**config.mk**
```make
export PLATFORM = sky130hd
export DESIGN_NAME = ram_arbiter
export DESIGN_NICKNAME = d
export VERILOG_FILES = /design/src/rtl/ram_arbiter.sv
export SDC_FILE = /design/constraint.sdc
export NUM_CORES = 1
export LEC_CHECK = 0
export ABC_AREA = 1
export CORE_MARGIN = 10
export CORE_UTILIZATION = 28
export DETAILED_ROUTE_END_ITERATION = 10
export PLACE_DENSITY = 0.78
export SYNTH_ARGS = -nofsm -noshare
export SYNTH_HDL_FRONTEND = slang
export SYNTH_SLANG_ARGS = --single-unit
```
**constraint.sdc**
```tcl
create_clock -name clk -period 1.2 [get_ports clk]
set_clock_uncertainty 0.05 [all_clocks]
set_input_delay 0.12 -clock clk [delete_from_list [all_inputs] [get_ports clk]]
set_output_delay 0.12 -clock clk [all_outputs]
set_load 0.03 [all_outputs]
```
**src/rtl/ram_arbiter.sv**
```systemverilog
// Shares the 256x16 data RAM between the CPU memory stage (fixed priority per port)
// and a host/debug port. Define RAM_ARB_STALL_EN to bound host waiting by stalling the CPU.
module ram_arbiter #(
  parameter int AWIDTH     = 8,
  parameter int DWIDTH     = 16,
  parameter int STARVE_MAX = 4
) (
  input  logic              clk,
  input  logic              rst,
  input  logic              cpu_rd,
  input  logic              cpu_wr,
  input  logic [AWIDTH-1:0] cpu_raddr,
  input  logic [AWIDTH-1:0] cpu_waddr,
  input  logic [DWIDTH-1:0] cpu_wdata,
  output logic [DWIDTH-1:0] cpu_rdata,
  output logic              cpu_stall,
  input  logic              h_req,
  input  logic              h_we,
  input  logic [AWIDTH-1:0] h_addr,
  input  logic [DWIDTH-1:0] h_wdata,
  output logic              h_gnt,
  output logic              h_rvalid,
  output logic [DWIDTH-1:0] h_rdata,
  output logic              ram_rd,
  output logic              ram_wr,
  output logic [AWIDTH-1:0] ram_raddr,
  output logic [AWIDTH-1:0] ram_waddr,
  output logic [DWIDTH-1:0] ram_wdata,
  input  logic [DWIDTH-1:0] ram_rdata
);

  typedef enum logic [1:0] {
    ST_IDLE = 2'd0,
    ST_WAIT = 2'd1,
    ST_RESP = 2'd2
  } state_t;

  state_t            state_r;
  state_t            state_next_s;
  logic              port_free_s;
  logic              gnt_s;
  logic              force_s;
  logic              starved_s;
  logic              h_rd_gnt_s;
  logic              h_wr_gnt_s;
  logic              rvalid_s;
  logic [DWIDTH-1:0] h_rdata_r;

  // The host needs the read port for reads and the write port for writes.
  always_comb begin
    port_free_s = h_we ? ~cpu_wr : ~cpu_rd;
  end

`ifdef RAM_ARB_STALL_EN
  localparam int CW = (STARVE_MAX < 1) ? 1 : $clog2(STARVE_MAX + 1);

  logic [CW-1:0] wait_cnt_r;
  logic [CW-1:0] wait_cnt_next_s;

  // Starvation detect: counter has reached its saturation value.
  always_comb begin
    starved_s = (wait_cnt_r == CW'(STARVE_MAX));
  end

  // Count only WAIT cycles without a grant; anything else clears it.
  always_comb begin
    wait_cnt_next_s = {CW{1'b0}};
    if ((state_r == ST_WAIT) && h_req && !gnt_s) begin
      if (starved_s) begin
        wait_cnt_next_s = wait_cnt_r;
      end else begin
        wait_cnt_next_s = wait_cnt_r + CW'(1);
      end
    end else begin
      wait_cnt_next_s = {CW{1'b0}};
    end
  end

  // Wait counter register.
  always_ff @(posedge clk) begin
    if (rst) begin
      wait_cnt_r <= {CW{1'b0}};
    end else begin
      wait_cnt_r <= wait_cnt_next_s;
    end
  end
`else
  localparam int unused_starve_max = STARVE_MAX;

  // Pure fixed priority: the host is never forced in.
  always_comb begin
    starved_s = 1'b0;
  end
`endif

  // Next-state and grant decode.
  always_comb begin
    state_next_s = state_r;
    gnt_s        = 1'b0;
    force_s      = 1'b0;
    if (rst) begin
      state_next_s = ST_IDLE;
    end else begin
      case (state_r)
        ST_IDLE: begin
          if (!h_req) begin
            state_next_s = ST_IDLE;
          end else if (port_free_s) begin
            gnt_s        = 1'b1;
            state_next_s = h_we ? ST_IDLE : ST_RESP;
          end else begin
            state_next_s = ST_WAIT;
          end
        end
        ST_WAIT: begin
          // A dropped request is a host protocol violation; abandon quietly.
          if (!h_req) begin
            state_next_s = ST_IDLE;
          end else if (port_free_s) begin
            gnt_s        = 1'b1;
            state_next_s = h_we ? ST_IDLE : ST_RESP;
          end else if (starved_s) begin
            gnt_s        = 1'b1;
            force_s      = 1'b1;
            state_next_s = h_we ? ST_IDLE : ST_RESP;
          end else begin
            state_next_s = ST_WAIT;
          end
        end
        ST_RESP: begin
          state_next_s = ST_IDLE;
        end
        default: begin
          state_next_s = ST_IDLE;
        end
      endcase
    end
  end

  // State register.
  always_ff @(posedge clk) begin
    if (rst) begin
      state_r <= ST_IDLE;
    end else begin
      state_r <= state_next_s;
    end
  end

  // Split the grant per port.
  always_comb begin
    h_rd_gnt_s = gnt_s & ~h_we;
    h_wr_gnt_s = gnt_s & h_we;
  end

  // RAM port steering: CPU passes straight through unless the host holds the port.
  always_comb begin
    ram_rd    = 1'b0;
    ram_wr    = 1'b0;
    ram_raddr = cpu_raddr;
    ram_waddr = cpu_waddr;
    ram_wdata = cpu_wdata;
    if (rst) begin
      ram_rd = 1'b0;
      ram_wr = 1'b0;
    end else begin
      if (h_rd_gnt_s) begin
        ram_rd    = 1'b1;
        ram_raddr = h_addr;
      end else begin
        ram_rd    = cpu_rd;
        ram_raddr = cpu_raddr;
      end
      if (h_wr_gnt_s) begin
        ram_wr    = 1'b1;
        ram_waddr = h_addr;
        ram_wdata = h_wdata;
      end else begin
        ram_wr    = cpu_wr;
        ram_waddr = cpu_waddr;
        ram_wdata = cpu_wdata;
      end
    end
  end

  // RESP is the cycle the RAM returns host data; a reset here abandons the read.
  always_comb begin
    rvalid_s = (state_r == ST_RESP) && !rst;
  end

  // Hold the last host read result for inspection after the pulse.
  always_ff @(posedge clk) begin
    if (rst) begin
      h_rdata_r <= {DWIDTH{1'b0}};
    end else if (rvalid_s) begin
      h_rdata_r <= ram_rdata;
    end else begin
      h_rdata_r <= h_rdata_r;
    end
  end

  // Output drive; read data bypasses the holding register in the valid cycle.
  always_comb begin
    h_gnt     = gnt_s;
    cpu_stall = force_s;
    h_rvalid  = rvalid_s;
    h_rdata   = rvalid_s ? ram_rdata : h_rdata_r;
    cpu_rdata = ram_rdata;
  end

endmodule

```
==> results of run 1 <==
==> through the flow <==
| stage | area [sq um] | hold WS (ns) | power (mW) | setup slack (ns) |
|---|---|---|---|---|
| 2_1_floorplan | 1650 | 0.276 | 1.18 | 0.000756 |
| 3_3_place_gp | 3180 | 0.468 | 1.73 | -0.447 |
| 3_5_place_dp | 3180 | 0.479 | 1.73 | -0.483 |
| 4_1_cts | 3620 | 0.463 | 2.37 | -0.349 |
| 5_1_grt | 3810 | 0.504 | 2.52 | -0.395 |
| 6_report | 3810 | 0.477 | 2.40 | -0.328 |
==> layout by cell type (no fill, tap or decap), types with 3 or more instances in the layout <==
cell              n
buf_4            51
clkdlybuf4s50_1  74
dlygate4sd2_1     3
nand3b_1         16
nand3_4           5
nand2_4          11
nand2_2          33
clkbuf_8          4
nor2_1           14
nor2_4            4
nand3_2          15
buf_12           10
inv_1            33
buf_6            54
nand2_1          60
dfxtp_1          16
nand3_1           9
nor2_2            4
inv_2             6
==> flip-flops by register name, summed over array words and instances (netlist names) <==
register,flops
h_rdata_r,16
state_r,2
==> routing by layer <==
metal | GRT usage, % | share of wire [%]
met2 | 28.5 | 54
met5 | 0 | 0
met1 | 13.8 | 34
met3 | 7.30 | 12
met4 | 3.62 | 1.2
==> power by group through the flow <==
stage	clock [mW]	sequential, mW	combinational, mW
after floorplan	0	0.629	0.547
after global placement	0	0.629	1.10
after detailed placement	0	0.630	1.10
after CTS	0.506	0.615	1.25
after global routing	0.533	0.617	1.37
final	0.492	0.616	1.30
==> logic make-up after synthesis <==
logic type,Yosys count,share of synthesized area (%)
AND/OR/NAND/NOR,171,51.5
flip-flops,18,23.1
AO/OA/AOI/OAI,2,0.881
other,1,0.240
buffers and inverters,70,24.3
==> critical path: cells and delay by family (launching register included) <==
family / cells / cell delay, ns
AND/OR/NAND/NOR: 4 / 0.40
flip-flops: 1 / 0.37
buffers and inverters: 2 / 0.33
==> layout make-up <==
class / count / area, sq um
antenna: 1 / 2.50
clock buffer: 4 / 55.1
fill: 463 / 1660
inverter: 42 / 170
multi-input combinational: 176 / 1130
sequential: 18 / 365
tap: 72 / 90.1
timing repair buffer: 194 / 2000
==> worst max path at each step <==
| stage | from | to |
|---|---|---|
| floorplan | state_r[1] | ram_wdata[10] |
| global placement | rst | h_rdata[2] |
| detailed placement | rst | h_rdata[0] |
| CTS | state_r[1] | ram_wdata[1] |
| global route | state_r[1] | ram_waddr[3] |
| finish | state_r[1] | ram_wdata[4] |
==> what timing repair did <==
action                                  4_1_cts  5_1_grt
buffers inserted                              8        7
endpoints found under the setup margin       69       68
pin swaps                                    18       32
gates resized for setup                      84       45
gates cloned                                  3        3
==> metrics.md, run 1 <==
| Metric | Value |
|---|---|
| Final Hold Viols | `0` |
| Later-pin clock latency in the skew report | `0.25 ns` |
| Syn Area/Cell | `5.96 sq um` |
| First-pass GRT wire length | `10.8 mm` |
| R2R Setup Slk | `-0.10 ns` |
| Worst Min Path Start | `h_we` |
| Commonest register cell after synthesis | `dfxtp_1` |
| Hold buffer count at CTS | `0` |
| Via Count | `2260` |
| Crit-path slowest cell | `dfxtp_4` |
| Final global-route overflow total | `0` |
| Core ar. | `0.00547 sq mm` |
| Worst path required time | `1.03 ns` |
| HP Class | `in -> reg` |
| Leak | `1.86 nW` |
| H-Tree Depth | `1` |
| Async SR Flop Fraction | `0%` |
| Internal power | `1.56 mW` |
| WHS Path Cells | `4` |
| Fin nets | `~500` |
| Max-Cap Viols | `0` |
| Period utilization | `127%` |
| Crit-path max cell delay | `0.37 ns` |
| Fin cells | `507` |
| Synth area leaders | `nand2_1, dfxtp_1, inv_1` |
| Final worst slack | `-0.328 ns` |
| Post-synthesis register bit count | `18` |
| Top-count cell post-synth | `nand2_1` |
| Die W | `about 95 microns` |
| Initial Utilization | `between 20% and 30%` |
| CTS tree | `yes` |
| Initial antenna violation count | `1` |
| Fmax | `0.655 GHz` |
| Worst r2r dst | `state_r[0]` |
| # DRC | `0` |
| Minimum clock period | `1.53 ns` |
| Area Overhead vs Synth | `144%` |
| Sequential area share after synthesis | `23.1%` |
| Vert. Die Dim | `roughly 95 microns` |
| Max clock buf depth | `2` |
| Mapped Cells | `262` |
| Top cells by count, synth | `nand2_1, inv_1, nand3_1` |
| Switching Power | `848 uW` |
| Critical Path Most Common Cell | `nand2_2` |
| Iteration-0 DRC Markers | `74` |
| R2r startpoint | `state_r[1]` |
| Syn. warnings | `0` |
| Netlist Area Pre-Place | `0.00156 sq mm` |
| Max-slew violation count | `0` |
| Type of the worst setup path | `reg -> out` |
| Maximum VDD drop | `0.305 mV` |
| Pwr dens | `631 mW/mm^2` |
| Placed Cells | `485` |
| Antenna-violating nets left | `0` |
| Failing checks | `negative setup slack` |
| Total track usage | `14.9%` |
| Share of layout cells above drive strength 1 | `roughly 48%` |
| Clock sink count | `18` |
| Endpoints failing setup | `61` |
| Endpoint class of the critical path | `primary output` |
| Io pins | `between 100 and 150` |
| Post-Route WL | `7.70 mm` |
| FP Rows | `27` |
| Crit-path cells | `nor2_4 -> nand3_4 -> clkbuf_16 -> nand2_2 -> nand2_2 -> buf_6` |
| Crit path DAT | `1.36 ns` |
| Critical path launch point type | `register` |
| Top-area cell type share of the netlist area | `25.0%` |
| WHS Endpoint | `state_r[0]` |
| Syn Nets | `between 300 and 400` |
| Post-DP HPWL | `5.59 mm` |
| Area of the die | `0.00896 sq mm` |
| Vias in the first global route | `2254` |
| Reg clk slew, reported paths | `0.07 ns` |
| Sw frac | `between 30% and 40%` |
| Buffers on Ports | `145` |
| WL/cell | `15.2 microns` |
| EDFF count, synth | `0` |
| Largest area contributor in the netlist | `nand2_1` |
| Via density per instance | `4.46` |
| Drt first pass iters | `4` |
| Worst r2r path cells | `7` |
| CP Max Fanout | `11` |
| Pin count of the biggest net entering global routing | `27` |
| Unrepaired setup endpoints after global routing | `true` |
| Post-layout util | `69.7%` |
| Gp weighted congestion | `0.785` |
| Fin Setup TNS | `-15.72 ns` |
| Synth unique cells | `20` |
| Status | `finished with violations` |
| Root Buffer | `clkbuf_8` |
| TritonCTS buffer count | `3` |
| Gate power share | `between 50% and 60%` |
| Reg power frac | `between 20% and 30%` |
| Clock Power Share | `approximately 20%` |
(Power assumes the default switching activity.)
==> run 2, diff against run 1 <==
CORE_ASPECT_RATIO = 2   (was not set)
PLACE_DENSITY = 0.8   (was 0.78)
==> metrics.md, run 2 (synthesis gave the netlist of run 1 again) <==
| Metric | Value |
|---|---|
| DP Worst Slack | `-0.470 ns (+0.0134 ns)` |
| Root Buffer | `clkbuf_8` |
| Switching Power | `827 uW (-2.4%)` |
| Hold WS | `0.390 ns (-0.0871 ns)` |
| First-pass GRT wire length | `11.7 mm (+8.9%)` |
| Die W | `72.8 microns (-23%)` |
| Internal power | `1.52 mW (-2.2%)` |
| WL/cell | `15.7 microns (+3.4%)` |
| Area Overhead vs Synth | `131%` |
| Max-slew violation count | `0 (unchanged)` |
| Antenna-violating nets left | `0 (unchanged)` |
| Critical path launch point type | `register` |
| Largest Register | `h_rdata_r` |
| Initial antenna violation count | `0 (-1)` |
| H-Tree Depth | `1 (unchanged)` |
| Worst path required time | `1.03 ns (about the same)` |
| N_diodes | `0 (-1)` |
| CTS tree | `yes` |
| Crit path DAT | `1.39 ns (+0.03 ns)` |
| Post-Route WL | `7.53 mm (-2.1%)` |
| Clock Power Share | `20.7% (+0.2 points)` |
| Iteration-0 DRC Markers | `55 (-26%)` |
| Pin count of the biggest net entering global routing | `27 (unchanged)` |
| Fmax | `0.642 GHz (-1.9%)` |
| HP Class | `in -> reg` |
| Top flop regs | `h_rdata_r x16, state_r x2` |
| Maximum VDD drop | `0.618 mV (+100%)` |
| Hold buffer count at CTS | `0 (unchanged)` |
| Sw frac | `35.2% (-0.063 points)` |
| Share of layout cells above drive strength 1 | `46.7% (-1.0 points)` |
| Fin nets | `499 (-2.7%)` |
| Pwr dens | `651 mW/mm^2 (+3.1%)` |
| Vert. Die Dim | `126 microns (+33%)` |
| Type of the worst setup path | `reg -> out` |
| Max FFs per register | `16 (unchanged)` |
| Max clock buf depth | `2 (unchanged)` |
| Leak | `1.77 nW (-4.5%)` |
| Drt first pass iters | `4 (unchanged)` |
| TritonCTS buffer count | `3 (unchanged)` |
| Endpoints failing setup | `54 (-11%)` |
| Final global-route overflow total | `0 (unchanged)` |
| Final worst slack | `-0.358 ns (-0.0303 ns)` |
| Reg power frac | `26.2% (+0.6 points)` |
| Gp weighted congestion | `0.715 (-8.9%)` |
| Max-Cap Viols | `0 (unchanged)` |
| Io pins | `147 (unchanged)` |
| Later-pin clock latency in the skew report | `0.25 ns (about the same)` |
| Placed Cells | `466 (-3.9%)` |
| Via density per instance | `4.66 (+4.6%)` |
| Minimum clock period | `1.56 ns (+0.0303 ns)` |
| Area of the die | `0.00915 sq mm (+2.0%)` |
| Fin cells | `480 (-5.3%)` |
| Final Hold Viols | `0 (unchanged)` |
| Total track usage | `15.6% (+0.72 points)` |
| Post-DP HPWL | `5.68 mm (+1.7%)` |
| Filler cell count | `473 (+2.2%)` |
| Failing checks | `negative setup slack` |
| Most frequent cells in the layout | `clkdlybuf4s50_1, buf_6, nand2_1` |
| Initial Utilization | `28.8% (+0.28 points)` |
| Most common cell after layout, fill and taps aside | `clkdlybuf4s50_1` |
| # DRC | `0 (unchanged)` |
| Reg clk slew, reported paths | `0.07 ns (about the same)` |
| Gate power share | `53.1% (-0.8 points)` |
| Core ar. | `0.00542 sq mm (-0.96%)` |
| Unrepaired setup endpoints after global routing | `true` |
| CP Max Fanout | `7 (-4)` |
| Buffers on Ports | `145 (unchanged)` |
| Via Count | `2239 (-0.93%)` |
| Clock sink count | `18 (unchanged)` |
| Status | `finished with violations` |
| FP Rows | `38 (+41%)` |
| Endpoint class of the critical path | `primary output` |
| Period utilization | `130% (+2.5 points)` |
| Vias in the first global route | `2474 (+9.8%)` |
[run 2: final timing paths]
kind / from / to / slack (ns) / depth (start not counted)
setup / recovery: state_r[1] / ram_wdata[11] / -0.36 / 6
hold / removal: h_we / state_r[1] / 0.39 / 4
setup reg to reg: state_r[1] / h_rdata_r[4] / 0 / 7
hold reg to reg: h_rdata_r[2] / h_rdata_r[2] / 0.55 / 4
[run 2: layer usage]
| metal | track usage [%] | vias up | wire [microns] |
|---|---|---|---|
| met5 | 0 | - | 0 |
| met4 | 4.16 | 0 | 96 |
| met3 | 9.51 | 6 | 1040 |
| met2 | 28.6 | 119 | 4020 |
| met1 | 13.5 | 1019 | 2370 |
| li1 | - | 1095 | - |
[run 2: area by class of cell]
cell class / count / area [sq um] / share of cell area [%]
Inverter: 42 / 165 / 4.57
Sequential cell: 18 / 364 / 10.1
Multi-Input combinational cell: 176 / 1080 / 30.0
Tap cell: 60 / 75.1 / 2.08
Clock buffer: 4 / 55.1 / 1.52
Timing Repair Buffer: 180 / 1870 / 51.7
[run 2: stage by stage]
stage          area, sq um  setup TNS [ns]  power, mW  utilization [%]
2_1_floorplan         1650               0       1.18                -
3_3_place_gp          3060          -25.20       1.69             56.5
3_5_place_dp          3060          -27.32       1.70             56.5
4_1_cts               3500          -15.81       2.34             64.6
5_1_grt               3610          -21.41       2.47             66.6
6_report              3610          -15.96       2.35             66.6
[run 2: power groups by stage]
stage               combinational [mW]  sequential, mW  clock, mW
floorplan                        0.547           0.629          0
global placement                  1.06           0.630          0
detailed placement                1.07           0.631          0
CTS                               1.22           0.615      0.504
global route                      1.32           0.617      0.537
finish                            1.25           0.615      0.486
[run 2: what timing repair did]
item                                    in CTS  in global routing
pin swaps                                   12                  6
gates resized for setup                     90                 29
setup buffers                                3                  3
endpoints found under the setup margin      68                 67
cloned                                       4                  1
[run 2: critical path, stage by stage, from the launching register on]
cell     delay, ns
dfxtp_4       0.37
nor3_4        0.18
buf_4         0.15
buf_6         0.12
nand3_1       0.09
nand2_2       0.09
buf_6         0.13
==> patch (settings of run 1) <==
Set the parameter `AWIDTH` to 10 (it was 8).
--- a/src/rtl/ram_arbiter.sv
+++ b/src/rtl/ram_arbiter.sv
@@ -2,5 +2,5 @@
 // and a host/debug port. Define RAM_ARB_STALL_EN to bound host waiting by stalling the CPU.
 module ram_arbiter #(
-  parameter int AWIDTH     = 8,
+  parameter int AWIDTH     = 10,
   parameter int DWIDTH     = 16,
   parameter int STARVE_MAX = 4
Interface: changed (5 resized); port bits go from 147 to 157. No check against the original RTL was run, so the function may have changed too.
==> patch against run 1 <==
The flow still finishes with violations (negative setup slack); total power rose by 0.41%; routed wire length up 3.1%; sequential cell count did not move; synthesized area down 0.24%; global-route usage up 1.2 points; maximum frequency down 2.3%; register-to-register slack better by 0.09 ns; synthesized cell count increased by 5.7%; setup slack lost 0.035 ns; critical path depth did not move; design area is essentially flat; critical path type unchanged; highest routed layer unchanged.
==> patch: results (changes against run 1) <==
status finished, violations left; failing checks negative setup slack; layout cell share with drive strength beyond 1 52.1% (+4.4 points); Clk Latency, worst-skew pair ~0.24 ns; XOR/XNOR Fraction of Synth Area 0% (unchanged); min-delay src h_we; FF-to-FF Start state_r[1]; Post-Synth Adder-Cell Area 0% (unchanged); clock root buffer clkbuf_8; Nets 528 (+2.9%); vias in the first global route 2410 (+6.9%); Tightest Hold Check Type in -> reg; sequential area share after synthesis 23.1% (+0.056 points); flop2flop setup slack -0.01 ns (+0.09 ns); Vias/cell 4.45 (-0.16%); Setup WS post-layout -0.363 ns (-0.0353 ns); crit path max-delay cell type dfxtp_4; top flop regs h_rdata_r (16), state_r (2); WL final 7940 µm (+3.1%); Final setup viols 58 (-4.9%); Max IR drop VDD 0.000470 V (+54%); Net Count, Synth 361 (+6.2%); EDFF count, synth 0 (unchanged); Critical Path Fanout Max 6 (-5); Pleak 1.87 nW (+0.47%); reg2reg end h_rdata_r[12]; Synth area leaders nand2_1, dfxtp_1, inv_1, buf_4, nand3_1; dpl hpwl 6020 µm (+7.8%); DR iter-0 viols 44 (-41%); post-DR wirelength/cell 15.4 µm (+1.1%); Bufs on Longest Clock Path 2 (unchanged); ys flop type dfxtp_1; placed instance count 508 (+4.7%); Async SR Flop Fraction 0% (unchanged); Filler cells 433 (-6.5%); crit path launch state_r[1]; critical path data arrival time 1.39 ns (+0.03 ns); Reg clk slew, reported paths 0.07 ns (about the same); Post-synth top cells nand2_1, inv_1, nand3_1; GP Congestion 0.820 (+4.5%); Synth Area in Compound Gates 0.643% (-0.24 points); CTS Buf Count 3 (unchanged); Reg2Reg Depth 7 (unchanged); Avg Cell Area, Syn 5.62 µm² (-5.6%); Distinct cells, synth 17 (-15%); Fin Setup TNS -16.21 ns (-0.492 ns); GRT Total Usage 16.1% (+1.2 points); CP endpoint ram_wdata[1]; initial antenna violation count 2 (+1); first-pass GRT wire length 11700 µm (+8.7%); I/O Buffers 155 (+6.9%); pin count of the biggest net entering global routing 29 (+7.4%)
[patch: routing by layer]
layer | track usage (%) | wire, µm
met5 | 0 | 0
met3 | 11.7 | 1300
met2 | 28.9 | 4000
met1 | 14.3 | 2490
met4 | 3.37 | 148
[patch: cell families after synthesis]
logic type | Yosys count
and+or+nand+nor | 183
buffers and inverters | 73
DFF | 18
AOI/OAI and AO/OA | 2
other | 1
[patch: report_power, final]
| part | internal, mW | switching (mW) | leakage (nW) | total [mW] |
|---|---|---|---|---|
| Sequential | 0.609 | 0.00493 | 0.147 | 0.614 |
| Combinational | 0.651 | 0.667 | 1.69 | 1.32 |
| Clock | 0.291 | 0.191 | 0.0288 | 0.482 |
| Total | 1.55 | 0.863 | 1.87 | 2.41 |
[patch: layout make-up]
cell class / instances / area (µm²) / area share (%)
tap: 72 / 90.1 / 2.36
inverter: 42 / 163 / 4.26
sequential: 18 / 364 / 9.54
antenna: 2 / 5.00 / 0.131
multi-input combinational: 186 / 1180 / 30.9
timing repair buffer: 193 / 1960 / 51.3
clock buffer: 4 / 55.1 / 1.44
[patch: worst register-to-register path: cells and delay by family (launching register included)]
family | cells | cell delay (ns)
DFF | 1 | 0.39
buffers and inverters | 3 | 0.42
and+or+nand+nor | 4 | 0.29
[patch: how the worst min path moves through the flow]
| stage | to | depth (start not counted) |
|---|---|---|
| 6_report | state_r[0] | 4 |
| 5_1_grt | state_r[1] | 5 |
| 4_1_cts | state_r[1] | 5 |
| 3_5_place_dp | h_rdata_r[15] | 5 |
| 3_3_place_gp | h_rdata_r[15] | 5 |
| 2_1_floorplan | state_r[0] | 2 |
[patch: metrics by stage]
step                setup WS, ns  instance area [µm²]  utilization [%]  hold slack [ns]
floorplan                -0.0143                 1670                -            0.290
global placement          -0.497                 3250             59.7            0.550
detailed placement        -0.509                 3250             59.7            0.557
CTS                       -0.368                 3690             67.8            0.445
global route              -0.424                 3820             70.2            0.507
finish                    -0.363                 3820             70.2            0.466
[patch: repair_timing]
action | 4_1_cts | 5_1_grt
resized for setup | 105 | 53
pin swaps | 12 | 7
setup endpoints to repair | 73 | 73
buffers inserted | 2 | 0
cloned | 2 | 1
